<file path="config.mk">
export PLATFORM = sky130hd
export DESIGN_NAME = matrix_print_tx
export DESIGN_NICKNAME = d
export VERILOG_FILES = /design/src/rtl/matrix_print_tx.sv
export SDC_FILE = /design/constraint.sdc
export NUM_CORES = 1
export LEC_CHECK = 0
export ABC_AREA = 1
export CORE_MARGIN = 2
export CORE_UTILIZATION = 32
export DETAILED_ROUTE_END_ITERATION = 6
export PLACE_DENSITY = 0.61
export SYNTH_ARGS = -nofsm -noshare
export SYNTH_HDL_FRONTEND = slang
export SYNTH_SLANG_ARGS = --single-unit
</file>
<file path="constraint.sdc">
create_clock -name clk -period 8.06 [get_ports clk]
set_input_delay 1.612 -clock clk [delete_from_list [all_inputs] [get_ports clk]]
set_output_delay 1.612 -clock clk [all_outputs]
set_load 0.005 [all_outputs]
</file>
<file path="src/rtl/matrix_print_tx.sv">
// Prints an m x n row-major matrix from memory as unsigned decimal ASCII rows on a UART TX line (8N1).
// Latency: rd_en one cycle after start; fetch + convert <= 45 cycles per element; each byte 10*BAUD_DIV clocks.
// Backpressure: each byte is held until the serializer is idle; start is ignored while busy.
module matrix_print_tx #(
  parameter int CLK_FREQ  = 25_000_000,
  parameter int BAUD_RATE = 115200
) (
  input  logic        clk,
  input  logic        rst,
  input  logic        start,
  input  logic [8:0]  base_addr,
  input  logic [2:0]  dim_m,
  input  logic [2:0]  dim_n,
  output logic [8:0]  rd_addr,
  output logic        rd_en,
  input  logic [31:0] rd_data,
  output logic        uart_tx,
  output logic        busy,
  output logic        done,
  output logic        err
);

  localparam int BAUD_DIV = CLK_FREQ / BAUD_RATE;
  localparam int BCW      = (BAUD_DIV > 1) ? $clog2(BAUD_DIV) : 1;
  localparam logic [BCW-1:0] BAUD_LAST = BCW'(BAUD_DIV - 1);

  typedef enum logic [3:0] {
    S_IDLE,
    S_FETCH,
    S_WAIT,
    S_CONV,
    S_SEND_DIG,
    S_SEND_SP,
    S_SEND_CR,
    S_SEND_LF,
    S_DONE
  } state_t;

  state_t state_q, state_d;

  // Latched request and position within the matrix
  logic [8:0]  base_q;
  logic [2:0]  m_q, n_q;
  logic [2:0]  row_q, col_q;
  logic [4:0]  elem_q;

  // Decimal conversion working set
  logic [16:0]     val_q;
  logic [2:0]      pw_q;
  logic [3:0]      cur_q;
  logic [4:0][3:0] dig_q;
  logic [2:0]      ndig_q;
  logic [2:0]      dsel_q;
  logic [16:0]     weight;
  logic            err_q;

  // Serializer
  logic           tx_active;
  logic           tx_load;
  logic [7:0]     tx_byte;
  logic [8:0]     tx_shift;
  logic [3:0]     tx_bit;
  logic [BCW-1:0] baud_cnt;

  logic dims_ok;

  assign dims_ok = (dim_m != 3'd0) && (dim_m <= 3'd5) && (dim_n != 3'd0) && (dim_n <= 3'd5);
  assign rd_addr = base_q + {4'd0, elem_q};
  assign busy    = (state_q != S_IDLE) && !done;
  assign err     = err_q;

  // Place-value weight for the current subtraction stage
  always_comb begin
    weight = 17'd10;
    case (pw_q)
      3'd0:    weight = 17'd10000;
      3'd1:    weight = 17'd1000;
      3'd2:    weight = 17'd100;
      default: weight = 17'd10;
    endcase
  end

  // Controller state register
  always_ff @(posedge clk or posedge rst) begin
    if (rst) state_q <= S_IDLE;
    else     state_q <= state_d;
  end

  // Controller next state, memory strobe, byte handoff and done pulse
  always_comb begin
    state_d = state_q;
    rd_en   = 1'b0;
    tx_load = 1'b0;
    tx_byte = 8'h00;
    done    = 1'b0;
    case (state_q)
      S_IDLE: begin
        if (start && dims_ok) state_d = S_FETCH;
      end
      S_FETCH: begin
        rd_en   = 1'b1;
        state_d = S_WAIT;
      end
      S_WAIT: state_d = S_CONV;
      S_CONV: begin
        if (pw_q == 3'd4) state_d = S_SEND_DIG;
      end
      S_SEND_DIG: begin
        if (!tx_active) begin
          tx_load = 1'b1;
          tx_byte = 8'h30 + {4'h0, dig_q[dsel_q]};
          if (dsel_q == ndig_q - 3'd1)
            state_d = (col_q == n_q - 3'd1) ? S_SEND_CR : S_SEND_SP;
        end
      end
      S_SEND_SP: begin
        if (!tx_active) begin
          tx_load = 1'b1;
          tx_byte = 8'h20;
          state_d = S_FETCH;
        end
      end
      S_SEND_CR: begin
        if (!tx_active) begin
          tx_load = 1'b1;
          tx_byte = 8'h0D;
          state_d = S_SEND_LF;
        end
      end
      S_SEND_LF: begin
        if (!tx_active) begin
          tx_load = 1'b1;
          tx_byte = 8'h0A;
          state_d = (row_q == m_q - 3'd1) ? S_DONE : S_FETCH;
        end
      end
      S_DONE: begin
        // Wait for the final LF stop bit to finish before signalling done
        if (!tx_active) begin
          done    = 1'b1;
          state_d = S_IDLE;
        end
      end
      default: state_d = S_IDLE;
    endcase
  end

  // Request latching, position counters and binary-to-decimal conversion
  always_ff @(posedge clk or posedge rst) begin
    if (rst) begin
      base_q <= '0;
      m_q    <= '0;
      n_q    <= '0;
      row_q  <= '0;
      col_q  <= '0;
      elem_q <= '0;
      val_q  <= '0;
      pw_q   <= '0;
      cur_q  <= '0;
      dig_q  <= '0;
      ndig_q <= '0;
      dsel_q <= '0;
      err_q  <= 1'b0;
    end else begin
      err_q <= 1'b0;
      case (state_q)
        S_IDLE: begin
          if (start) begin
            if (dims_ok) begin
              base_q <= base_addr;
              m_q    <= dim_m;
              n_q    <= dim_n;
              row_q  <= '0;
              col_q  <= '0;
              elem_q <= '0;
            end else begin
              err_q <= 1'b1;
            end
          end
        end
        S_WAIT: begin
          val_q  <= (rd_data > 32'd99999) ? 17'd99999 : rd_data[16:0];
          pw_q   <= '0;
          cur_q  <= '0;
          ndig_q <= '0;
          dsel_q <= '0;
        end
        S_CONV: begin
          if (pw_q == 3'd4) begin
            // Remainder is the units digit, always printed
            dig_q[ndig_q] <= val_q[3:0];
            ndig_q        <= ndig_q + 3'd1;
          end else if (val_q >= weight) begin
            val_q <= val_q - weight;
            cur_q <= cur_q + 4'd1;
          end else begin
            // A digit is kept once any non-zero digit has been seen
            if ((cur_q != 4'd0) || (ndig_q != 3'd0)) begin
              dig_q[ndig_q] <= cur_q;
              ndig_q        <= ndig_q + 3'd1;
            end
            pw_q  <= pw_q + 3'd1;
            cur_q <= '0;
          end
        end
        S_SEND_DIG: begin
          if (!tx_active && (dsel_q != ndig_q - 3'd1)) dsel_q <= dsel_q + 3'd1;
        end
        S_SEND_SP: begin
          if (!tx_active) begin
            col_q  <= col_q + 3'd1;
            elem_q <= elem_q + 5'd1;
          end
        end
        S_SEND_LF: begin
          if (!tx_active) begin
            row_q  <= row_q + 3'd1;
            col_q  <= '0;
            elem_q <= elem_q + 5'd1;
          end
        end
        default: ;
      endcase
    end
  end

  // 8N1 serializer: start bit, 8 data bits LSB first, stop bit, each BAUD_DIV clocks
  always_ff @(posedge clk or posedge rst) begin
    if (rst) begin
      tx_active <= 1'b0;
      uart_tx   <= 1'b1;
      tx_shift  <= '0;
      tx_bit    <= '0;
      baud_cnt  <= '0;
    end else if (!tx_active) begin
      if (tx_load) begin
        tx_active <= 1'b1;
        uart_tx   <= 1'b0;
        tx_shift  <= {1'b1, tx_byte};
        tx_bit    <= '0;
        baud_cnt  <= '0;
      end
    end else if (baud_cnt == BAUD_LAST) begin
      baud_cnt <= '0;
      if (tx_bit == 4'd9) begin
        tx_active <= 1'b0;
      end else begin
        uart_tx  <= tx_shift[0];
        tx_shift <= {1'b1, tx_shift[8:1]};
        tx_bit   <= tx_bit + 4'd1;
      end
    end else begin
      baud_cnt <= baud_cnt + BCW'(1);
    end
  end

endmodule

</file>
==> results by group <==
Worst setup path
  – Most used cell, CP: nand2_1
  – Critical path's top delay family: adder cells
  – Logic depth of the worst path, buffers included: 9
  – Critical path arrival: 2580 ps
  – Critical-path top delay cell: clkdlybuf4s50_1
  – Worst endpoint required time: 6450 ps
  – Crit-path cells: ha_1, inv_1, fa_1, o21ai_0, nand2_1, nand2_1, nand4_1, xnor2_1, clkdlybuf4s50_1
  – R2R depth: 18
  – Crit-path max FO: 4
  – Worst setup path category: reg2out
  – Critical Path Source Type: register
  – Critical path buffers and inverters: 2
  – CP peak stage delay: 510 ps
  – Crit. End Element: output port

Drt
  – Vias: 6150
  – Metal2 WL: 7.42 mm
  – Routed len/inst: 12.8 um
  – Post-DR vias/cell: 4.80
  – Detailed Route WL: 16.4 mm
  – M1 wire length: 7.98 mm
  – Initial DRC Count: 456
  – DRC: 0
  – Highest Signal Layer: met4
  – DRT antenna net count: 0
  – Detailed Routing Iterations Pass 1: 5
  – Met3 routed WL: 725 um

Timing
  – Fin. Hold Viols: 0
  – Slew Limit Headroom: 37.8%
  – Fmax: 238 MHz
  – # setup viols final: 0
  – Post-route clock period utilization: 52.0%
  – Hold WS: 464 ps
  – Max Slew Vio Count: 0
  – Post-layout minimum cycle time: 4190 ps
  – Worst Skew: 11.1 ps
  – Setup_tns: 0 ps
  – RSZ-0062 raised after global routing: false
  – Slew @ Worst Pin: 930 ps

Global route
  – Global route overflow: 0
  – Vias in the first global route: 5746
  – Initial antenna violation count: 0
  – First-pass GRT wire length: 28.2 mm
  – Pin count of the biggest net entering global routing: 61
  – Tot GR Track Use: 15.4%

Clock network
  – Clk root buf: clkbuf_16
  – CTS H-tree lvls: 3
  – Inserted Clock Buffers: 9
  – # clock sinks: 104
  – Reg clk slew, reported paths: 70 ps
  – Post-CTS Setup Bufs: 0
  – CTS max path bufs: 2
  – CTS tree: done
  – Clock latency on the worst-skew pair: 350 ps
  – Post-CTS Hold Buffers: 0
  – Resized cells post-CTS: 0

Pwr
  – Clock share of power: 19.7%
  – Sequential share of power: 30.6%
  – LEAKAGE: 4.07 nW
  – Internal power: 1.43 mW
  – Sw Pwr: 1.08 mW
  – Tot Pwr: 2.51 mW
  – Gate power share: 49.8%
  – Sw Ratio: 43.0%
  – Power density over the cells: 308 mW/mm^2
  – Worst VDD drop: 0.000121 V

Placed design
  – Port bufs: 63
  – RD Place Congestion: 0.850
  – Dpl hpwl: 12.2 mm

Yosys
  – Mapped Nets: 1030
  – Flop and latch count out of synthesis: 104
  – Number of synthesized flops with an enable pin: 0
  – Top FF cell, synth: dfrtp_1
  – Yosys cell types: 43
  – Syn Std Cell Area: 0.00694 mm^2
  – Mean Syn Cell Area: 7.36 um^2
  – Top area cells in the synthesized netlist: dfrtp_1 37%, nand2_1 15%, nand3_1 6.6%, ha_1 6.3%, inv_1 5.4%
  – Synth async-reset ratio: 100%
  – Post-synthesis instance total: 943
  – Largest family of logic cells by synthesized area: simple AND/OR/NAND/NOR gates
  – Post-Synth Simple-Gate Area: 33.9%
  – Post-synthesis sequential area ratio: 37.5%
  – Adder-Cell Fraction of Synth Area: 6.89%
  – Post-synthesis mux area share: 1.62%
  – Synth top area share: 37.1%
  – Yosys warns: 0
  – Post-Synth XOR/XNOR Area: 4.29%
  – Yosys top cell by area: dfrtp_1
  – Synth Area in Compound Gates: 8.06%

Layout
  – Fillers: 2167
  – Fin nets: 1087
  – Layout cells sized above 1: 7.26%
  – N_diodes: 0
  – Area Growth Syn to Fin: 17.4%

Floorplan
  – I/O pin cnt: 64
  – Rows: 53
  – Die Wd: 151 um
  – Initial cell density of the core: 32.8%
  – Total Die Area: 0.0229 mm^2
  – Core area: 0.0212 mm^2
  – Die Y: 151 um

Flow run
  – Max cap viols: 0

Hold path
  – Hold/Removal Path Class: reg2reg
  – WHS Path Cells: 2

Run status
  – Status: finished clean
state kept, by name (all words and copies together), names as in the netlist, 4 cells and up:
signal    cells
tx_shift      9
val_q        17
state_q       4
baud_cnt      8
tx_bit        4
dig_q        20
base_q        9
cur_q         4
elem_q        5
cell usage after synthesis, types with 2 or more instances:
| cell | n |
|---|---|
| nor2_4 | 4 |
| inv_2 | 10 |
| fa_1 | 2 |
| nand2_4 | 4 |
| nor2_1 | 78 |
| dfrtp_1 | 103 |
| nand4_1 | 14 |
| inv_1 | 100 |
| a21oi_1 | 41 |
| buf_6 | 4 |
| o21ai_0 | 55 |
| nand2_2 | 8 |
| nor3_1 | 12 |
| buf_2 | 6 |
| xnor2_1 | 14 |
| mux2_2 | 10 |
| clkbuf_1 | 5 |
| nand3_1 | 91 |
| o221ai_1 | 2 |
| buf_4 | 3 |
| nand3b_1 | 3 |
| nand2_1 | 286 |
| nor2_2 | 6 |
| o22ai_1 | 5 |
| ha_1 | 35 |
| xor2_1 | 20 |
| nand4_2 | 6 |
per-layer routing:
layer  GRT usage, %  vias up
met5              0        -
met3           2.92       17
met1           21.5     2854
met4           4.35        0
met2           24.3      122
li1               -     3157
area by class of cell:
type,instances,area (um^2),area share [%]
timing repair buffer,64,638,7.83
clock inverter,4,75.1,0.921
multi-input combinational,710,3800,46.6
tap,275,344,4.22
inverter,111,422,5.17
sequential,104,2600,32.0
clock buffer,12,267,3.27
cells by family after synthesis:
kind of cell               after synthesis
DFF                                    104
adders and majority gates               37
AOI/OAI and AO/OA                      107
buffers and inverters                  129
xor gates and xnor gates                34
and+or+nand+nor                        522
muxes                                   10
power groups by stage:
stage	logic [mW]	registers (mW)	clock network [mW]
floorplan	0.948	0.748	0
global placement	1.24	0.774	0
detailed placement	1.25	0.775	0
CTS	1.26	0.768	0.510
global route	1.45	0.788	0.531
finish	1.25	0.768	0.494
per-stage QoR:
stage	cell area (um^2)	util, %	cells	setup slack, ps
2_1_floorplan	6940	-	943	3720
3_3_place_gp	7810	36.9	1264	4150
3_5_place_dp	7810	36.9	1264	4100
4_1_cts	8150	38.5	1280	3840
5_1_grt	8150	38.5	1280	3590
6_report	8150	38.5	1280	3870
worst min-delay path, cell delays in order (launching register included):
cell and delay (ps):
dfrtp_1 330, inv_1 50, nand2_1 60
layout by cell type (no fill, tap or decap), types with 2 or more instances in the layout:
cell,n
nand2_2,8
clkdlybuf4s50_1,63
nand3_1,91
bufinv_16,2
o21ai_0,55
a21oi_1,41
xor2_1,20
nand4_2,6
ha_1,35
nand3b_1,3
clkbuf_16,9
mux2_2,10
inv_4,2
nand2_1,286
o221ai_1,2
nor2_4,4
nand4_1,14
clkinvlp_4,2
dfrtp_1,103
inv_2,10
clkbuf_8,3
inv_1,99
fa_1,2
o22ai_1,5
nor3_1,12
nand2_4,4
nor2_2,6
nor2_1,78
xnor2_1,14
path summary, 6_finish.rpt:
check	startpoint	endpoint	slack, ps
max reg2reg	pw_q[0]$_DFFE_PP0P_	val_q[15]$_DFFE_PP0P_	4850
min	tx_shift[8]$_DFFE_PP0P_	tx_shift[8]$_DFFE_PP0P_	460
min in group asynchronous	rst	val_q[4]$_DFFE_PP0P_	1690
max	elem_q[0]$_DFFE_PP0P_	rd_addr[8]	3870
max in group asynchronous	rst	dig_q[2]$_DFFE_PP0P_	5190
min reg2reg	tx_shift[8]$_DFFE_PP0P_	tx_shift[8]$_DFFE_PP0P_	460
Note: power is estimated with default switching activity, not from simulation.
